**src/rtl/serial_sub_if.sv**
```systemverilog
// Handshake and operand/result bundle for the bit-serial subtractor.
// The controller drives through master; the subtractor sits on slave.
interface serial_sub_if #(
  parameter int WIDTH = 8
);
  logic             start;
  logic [WIDTH-1:0] a;
  logic [WIDTH-1:0] b;
  logic             bin;
  logic             busy;
  logic             done;
  logic [WIDTH-1:0] diff;
  logic             bout;
  logic             ovf;

  modport master (output start, a, b, bin, input busy, done, diff, bout, ovf);
  modport slave  (input start, a, b, bin, output busy, done, diff, bout, ovf);
endinterface

```
**src/rtl/serial_sub.sv**
```systemverilog
// Bit-serial subtractor: diff = a - b - bin, one full-subtractor cell, LSB first.
// One op takes WIDTH shift cycles plus a one-cycle DONE state.
module serial_sub #(
  parameter int WIDTH = 8
) (
  input  logic         clk,
  input  logic         reset,
  serial_sub_if.slave  bus
);
  localparam int CW = (WIDTH > 1) ? $clog2(WIDTH) : 1;

  typedef enum logic [1:0] {IDLE, SHIFT, DONE} state_t;

  state_t           state, state_nx;
  logic [WIDTH-1:0] a_sr, b_sr, res;
  logic [CW-1:0]    cnt;
  logic             brw, brw_nx, d, last;
  logic             a_msb, b_msb;
  logic [WIDTH-1:0] diff_q;
  logic             bout_q, ovf_q;

  // full-subtractor cell
  assign d      = a_sr[0] ^ b_sr[0] ^ brw;
  assign brw_nx = (~a_sr[0] & b_sr[0]) | (~(a_sr[0] ^ b_sr[0]) & brw);
  assign last   = (cnt == CW'(WIDTH - 1));

  always_ff @(posedge clk) begin
    if (reset) state <= IDLE;
    else       state <= state_nx;
  end

  always_comb begin
    state_nx = state;
    case (state)
      IDLE:    if (bus.start) state_nx = SHIFT;
      SHIFT:   if (last)      state_nx = DONE;
      DONE:                   state_nx = IDLE;
      default:                state_nx = IDLE;
    endcase
  end

  always_ff @(posedge clk) begin
    if (reset) begin
      a_sr   <= '0;
      b_sr   <= '0;
      res    <= '0;
      cnt    <= '0;
      brw    <= 1'b0;
      a_msb  <= 1'b0;
      b_msb  <= 1'b0;
      diff_q <= '0;
      bout_q <= 1'b0;
      ovf_q  <= 1'b0;
    end else begin
      case (state)
        IDLE: if (bus.start) begin
          a_sr  <= bus.a;
          b_sr  <= bus.b;
          brw   <= bus.bin;
          cnt   <= '0;
          a_msb <= bus.a[WIDTH-1];
          b_msb <= bus.b[WIDTH-1];
        end
        SHIFT: begin
          a_sr <= a_sr >> 1;
          b_sr <= b_sr >> 1;
          res  <= {d, res[WIDTH-1:1]};
          brw  <= brw_nx;
          if (!last) cnt <= cnt + CW'(1);
          // results are published only on completion so they hold through later ops
          if (last) begin
            diff_q <= {d, res[WIDTH-1:1]};
            bout_q <= brw_nx;
            ovf_q  <= (a_msb ^ b_msb) & (d ^ a_msb);
          end
        end
        default: ;
      endcase
    end
  end

  assign bus.busy = (state != IDLE);
  assign bus.done = (state == DONE);
  assign bus.diff = diff_q;
  assign bus.bout = bout_q;
  assign bus.ovf  = ovf_q;
endmodule

```
**src/flat_wrapper.sv**
```systemverilog
// flat-port wrapper written by rule: the top's interface ports become plain ports
module serial_sub_flat 
#(
  parameter int WIDTH = 8
)
  (clk, reset, bus_start, bus_a, bus_b, bus_bin, bus_busy, bus_done, bus_diff, bus_bout, bus_ovf);
  serial_sub_if #(.WIDTH(WIDTH)) bus_i ();
  input  logic clk;
  input  logic reset;
  input wire logic [$bits(bus_i.start)-1:0] bus_start;
  input wire logic [$bits(bus_i.a)-1:0] bus_a;
  input wire logic [$bits(bus_i.b)-1:0] bus_b;
  input wire logic [$bits(bus_i.bin)-1:0] bus_bin;
  output wire logic [$bits(bus_i.busy)-1:0] bus_busy;
  output wire logic [$bits(bus_i.done)-1:0] bus_done;
  output wire logic [$bits(bus_i.diff)-1:0] bus_diff;
  output wire logic [$bits(bus_i.bout)-1:0] bus_bout;
  output wire logic [$bits(bus_i.ovf)-1:0] bus_ovf;
  assign bus_i.start = bus_start;
  assign bus_i.a = bus_a;
  assign bus_i.b = bus_b;
  assign bus_i.bin = bus_bin;
  assign bus_busy = bus_i.busy;
  assign bus_done = bus_i.done;
  assign bus_diff = bus_i.diff;
  assign bus_bout = bus_i.bout;
  assign bus_ovf = bus_i.ovf;
  serial_sub #(.WIDTH(WIDTH)) u_core (.clk(clk), .reset(reset), .bus(bus_i));
endmodule
```
**config.mk**
```make
export PLATFORM = sky130hd
export DESIGN_NAME = serial_sub_flat
export DESIGN_NICKNAME = d
export VERILOG_FILES = /design/src/rtl/serial_sub_if.sv /design/src/rtl/serial_sub.sv /design/src/flat_wrapper.sv
export SDC_FILE = /design/constraint.sdc
export NUM_CORES = 1
export LEC_CHECK = 0
export CORE_ASPECT_RATIO = 1.75
export CORE_UTILIZATION = 45
export DETAILED_ROUTE_END_ITERATION = 8
export HOLD_SLACK_MARGIN = 0.1
export PLACE_DENSITY = 0.72
export SLEW_MARGIN = 10
export SYNTH_ARGS = -nofsm -noshare
export SYNTH_HDL_FRONTEND = slang
export SYNTH_SLANG_ARGS = --single-unit
```
**constraint.sdc**
```tcl
create_clock -name clk -period 4.4 [get_ports clk]
set_input_delay 1.1 -clock clk [delete_from_list [all_inputs] [get_ports clk]]
set_output_delay 1.1 -clock clk [all_outputs]
set_load 0.03 [all_outputs]
```
-- Yosys cells after proc, flatten, opt, wreduce, memory -nomap -nowiden
Index checks and enable logic that the tools add are counted.
- word-level logic and storage cells: 48
- register bits: 42
- output and inout bits: 12
- add/sub/neg operators: 1
- multiplexer cells: 12
- bitwise logic cells: 10
- eq/ne operators: 6
- reduce and logical (&&, ||, !) cells: 8
- operators with widths (kind ; count):
    8-bit one-hot mux with 2 select lines ; 2
    8-bit 2-to-1 mux ; 2
    2-bit AND reduction ; 4
    3-bit 2-to-1 mux ; 2
    3-bit one-hot mux with 2 select lines ; 1
    2-bit 2-to-1 mux ; 2
    2-bit != test, second input constant ; 2
    2-bit one-hot mux with 2 select lines ; 1
    2-bit nonzero test ; 2
    1-bit XOR ; 4
    3-bit by 1-bit adder with 3-bit output, second input constant ; 1
    1-bit bitwise AND ; 3
    3-bit == test, second input constant ; 1
    3-bit AND reduction ; 1
    2-bit by 1-bit == test with 1-bit output, second input constant ; 1
    2-bit == test, second input constant ; 1
    2-bit zero test ; 1
    2-bit by 1-bit != test with 1-bit output, second input constant ; 1
    1-bit inverter ; 2
    1-bit one-hot mux with 2 select lines ; 1
    1-bit 2-to-1 mux ; 1
    1-bit bitwise OR ; 1

-- Longest topological paths before layout
- word-level depth: 5
- gate-level depth with buffers: 7
- depth with buffers taken out: 5

-- Worst setup path before layout
Ideal clock, no wire load.
- kind: reg-to-output
- start: register u_core.state[0]
- end: output bus_done
- stages on the path, launching flop included: 4
- arrival: 1073 ps
- slack: 2227 ps
- cells stage by stage: dfxtp_1 > buf_6 > buf_4 > nor2b_1
- longest elaborated chain between the ends: 1
- RTL lines (element ; RTL line ; text):
    start: declaration ; serial_sub.sv:14 ; state_t state, state_nx;
    start signal: assignment ; serial_sub.sv:29 ; else state <= state_nx;
    2-bit == test ; serial_sub.sv:83 ; assign bus.done = (state == DONE);
    end: declaration ; flat_wrapper.sv:15 ; output wire logic [$bits(bus_i.done)-1:0] bus_done;
Every way passes these cells.

-- Worst setup path after layout
- start: register u_core.state[1]
- end: output bus_done
Same word-level chain as after synthesis.

==> out/qor.json <==
{
  "synth_nets": {"value": 211},
  "max_cap_violations": {"value": 0},
  "worst_hold_path.endpoint": {"value": "u_core.bus.diff[1]"},
  "die_height": {"value": 86.2, "unit": "um"},
  "static-leakage-power": {"value": 0.832, "unit": "nW"},
  "final_hold_viol_count": {"value": 0},
  "syn-cell-area": {"value": 1820, "unit": "sq um"},
  "pwr-share-comb": {"value": 12.4, "unit": "%"},
  "post_cts_resize_count": {"value": 0},
  "use_met1": {"value": 18.6, "unit": "%"},
  "seqPwrFrac": {"value": 52.5, "unit": "%"},
  "die_w": {"value": 50.1, "unit": "um"},
  "worst_setup_path_start_kind": {"value": "flop"},
  "run_status": {"value": "finished clean"},
  "drt_drc_violations_left": {"value": 0},
  "boundaryPins": {"value": 32},
  "synthesis.instances": {"value": 188},
  "n_fill_cell": {"value": 369},
  "htreeDepth": {"value": 2},
  "grt_util_met3": {"value": 3.51, "unit": "%"},
  "internal-power": {"value": 0.578, "unit": "mW"},
  "placed_cells": {"value": 254},
  "portBuffers": {"value": 31},
  "power.switching": {"value": 0.184, "unit": "mW"},
  "cp_top_family": {"value": "buffers and inverters"},
  "post_route_cells_drive_above_1_share": {"value": 11.7, "unit": "%"},
  "postSynth.asyncResetShare": {"value": 0, "unit": "%"},
  "area.growth.synth_to_final": {"value": 20.4, "unit": "%"},
  "fin_crit": {"value": 2830, "unit": "ps"},
  "synth_sequential_area_ratio": {"value": 45.0, "unit": "%"},
  "achievable-frequency": {"value": 354, "unit": "MHz"},
  "whs_path_depth": {"value": 2},
  "globalRoute.busiestLayer": {"value": "met2"},
  "synth.avg_cell_area": {"value": 9.70, "unit": "sq um"},
  "place_hpwl": {"value": 2240, "unit": "um"},
  "reg2regPathDepth": {"value": 4},
  "antenna_found_initial": {"value": 0},
  "detail_route.first_pass.iterations": {"value": 4},
  "synth.top_cells.by_area": {"value": "dfxtp_1 (45%), mux2i_1 (12%), a211oi_2 (7.5%), nor2_1 (5.6%), nand2_1 (4.5%)"},
  "criticalPathCategory": {"value": "flop to primary output"},
  "layout_common_cells": {"value": "dfxtp_1 (41), clkdlybuf4s50_1 (31), nor2_1 (27)"},
  "placedInstanceArea": {"value": 2090, "unit": "sq um"},
  "detail-route-antenna-nets": {"value": 0},
  "critPathArrivalTime": {"value": 1730, "unit": "ps"},
  "switching_fraction": {"value": 24.2, "unit": "%"},
  "clock-skew-final": {"value": 7.07, "unit": "ps"},
  "post-cts-setup-buffers": {"value": 0},
  "first_pass_grt_wire_length": {"value": 5610, "unit": "um"},
  "count_of_inserted_antenna_diode_cells": {"value": 0},
  "regToRegEndpoint": {"value": "u_core.b_sr[3]"},
  "finalWirelength": {"value": 3300, "unit": "um"},
  "crit-reg2reg-launch": {"value": "u_core.state[0]"},
  "grt.met2_usage": {"value": 29.2, "unit": "%"},
  "cpMaxStageDelayCell": {"value": "clkdlybuf4s50_1"},
  "synthDistinctLibCells": {"value": 31},
  "p_per_cell_area": {"value": 348, "unit": "nW/um^2"},
  "critical_path.cell_chain": {"value": "nor2b_1 > clkdlybuf4s50_1"},
  "hold_path.class": {"value": "flop to flop"},
  "drtIter0Drc": {"value": 30},
  "report.final.setup_viol": {"value": 0},
  "fin_cells": {"value": 262},
  "reg2reg_setup_slack": {"value": 2100, "unit": "ps"},
  "hold_start": {"value": "u_core.bus.diff[1]"},
  "grt_overflow_total": {"value": 0},
  "cts_root_buffer_type": {"value": "clkbuf_8"},
  "path_clk_slew": {"value": 70, "unit": "ps"},
  "grt_max_degree": {"value": 42},
  "max_stage_delay": {"value": 670, "unit": "ps"},
  "ys_seq_elements": {"value": 41},
  "die_area": {"value": 4320, "unit": "sq um"},
  "vias_in_the_first_global_route": {"value": 1298},
  "final_core_util": {"value": 56.8, "unit": "%"},
  "setup_tns": {"value": 0, "unit": "ps"},
  "final_max_slew_viol_count": {"value": 0},
  "required": {"value": 3300, "unit": "ps"},
  "cp-end-kind": {"value": "primary output"},
  "start_util": {"value": 47.2, "unit": "%"},
  "power.clock.fraction": {"value": 35.2, "unit": "%"},
  "synth-edff-count": {"value": 0},
  "clock-sinks": {"value": 41},
  "insertion_delay": {"value": 290, "unit": "ps"},
  "crit_buf_inv": {"value": 1},
  "final_common_cell": {"value": "dfxtp_1"},
  "final_design_area_no_fill": {"value": 2190, "unit": "sq um"},
  "core_region_area": {"value": 3870, "unit": "sq um"},
  "max-vdd-ir-drop": {"value": 0.260, "unit": "mV"},
  "cts_max_path_buffers": {"value": 2},
  "setup_repair_after_global_routing_missed_its_margin": {"value": "no"},
  "worst_slew_margin_rel": {"value": 29.6, "unit": "%"},
  "yosys_most_used_dff": {"value": "dfxtp_1"},
  "route.detailed.wl_per_inst": {"value": 12.6, "unit": "um"},
  "yosysWarnings": {"value": 0},
  "netlist.top_cell.by_area": {"value": "dfxtp_1"},
  "gp_congestion": {"value": 0.745},
  "crit_fanout": {"value": 14},
  "nets": {"value": 236},
  "grt.total_usage": {"value": 17.0, "unit": "%"},
  "vias": {"value": 1337},
  "synth.top_cell.area_share": {"value": 45.0, "unit": "%"},
  "hold_fix_buffer_count_after_cts": {"value": 0},
  "viasPerCell": {"value": 5.10},
  "placementRows": {"value": 30},
  "cts_tree": {"value": "yes"},
  "cts-buffers-inserted": {"value": 5},
  "fin_crit_sh": {"value": 64.2, "unit": "%"},
  "tightestPinTransition": {"value": 1060, "unit": "ps"}
}
==> sequential cells by signal, summed over array words and instances, names as in the netlist <==
register	flops
u_core.b_msb	1
u_core.a_sr	8
u_core.bus.ovf	1
u_core.state	2
u_core.bus.bout	1
u_core.bus.diff	8
u_core.res	7
u_core.brw	1
u_core.b_sr	8
u_core.cnt	3
u_core.a_msb	1
==> cells by family (layout without fill, tap and decap cells) <==
| family | count (synthesis) | after routing | synth area share, % |
|---|---|---|---|
| DFF | 41 | 41 | 45.0 |
| and+or+nand+nor | 65 | 65 | 16.8 |
| muxes | 22 | 22 | 12.1 |
| AOI/OAI and AO/OA | 39 | 39 | 16.7 |
| adders and majority gates | 3 | 3 | 2.47 |
| buffers and inverters | 18 | 44 | 6.93 |
==> routing by layer <==
| metal | wire (um) | share of wire (%) | up-vias |
|---|---|---|---|
| li1 | - | - | 692 |
| met1 | 1450 | 44 | 616 |
| met2 | 1640 | 50 | 21 |
| met3 | 120 | 3.6 | 8 |
| met4 | 87 | 2.6 | 0 |
| met5 | 0 | 0 | - |
==> cell usage after synthesis, types with 2 or more instances <==
cell and n:
o21ai_0 2, a211oi_2 11, nand2b_1 2, mux2i_1 22
a21oi_1 15, buf_1 2, buf_4 5, nand2_1 22
nand3_1 4, buf_6 3, a211oi_1 6, dfxtp_1 41
nor2_1 27, inv_1 3, nor2b_1 2, clkbuf_1 3
a31oi_1 3, ha_1 2
==> worst reg2reg max path: cells and delay by family, from the launching register on <==
family | cells | cell delay [ps]
buf+inv | 1 | 390
flops | 1 | 570
compound gates | 2 | 1140
simple gates | 1 | 130
==> cell type report <==
| cell class | count | area, sq um | share of cell area, % |
|---|---|---|---|
| Inverter | 3 | 11.3 | 0.513 |
| Multi-Input combinational cell | 129 | 876 | 39.9 |
| Timing Repair Buffer | 33 | 325 | 14.8 |
| Clock inverter | 1 | 5.00 | 0.228 |
| Sequential cell | 41 | 821 | 37.4 |
| Tap cell | 48 | 60.1 | 2.74 |
| Clock buffer | 7 | 96.3 | 4.39 |
==> worst max path at each step <==
stage | slack (ps) | endpoint | start | cells past startpoint
after floorplan | 2230 | bus_done | u_core.state[0] | 3
after global placement | 1500 | u_core.a_sr[2] | bus_start | 4
after detailed placement | 1430 | u_core.b_sr[3] | bus_start | 4
after CTS | 1570 | bus_done | u_core.state[1] | 2
after global routing | 1480 | bus_done | u_core.state[1] | 2
final | 1570 | bus_done | u_core.state[1] | 2
==> stage by stage <==
step	total power, mW	hold slack [ps]	worst slack (ps)
2_1_floorplan	0.480	431	2230
3_3_place_gp	0.503	444	1500
3_5_place_dp	0.504	447	1430
4_1_cts	0.774	457	1570
5_1_grt	0.801	480	1480
6_report	0.763	456	1570
==> power groups by stage <==
| stage | combinational (mW) | sequential, mW | clock [mW] |
|---|---|---|---|
| 6_report | 0.0944 | 0.400 | 0.268 |
| 3_3_place_gp | 0.0942 | 0.408 | 0 |
| 2_1_floorplan | 0.0755 | 0.404 | 0 |
| 5_1_grt | 0.106 | 0.402 | 0.293 |
| 3_5_place_dp | 0.0957 | 0.409 | 0 |
| 4_1_cts | 0.0960 | 0.400 | 0.277 |
Note: power is estimated with default switching activity, not from simulation.
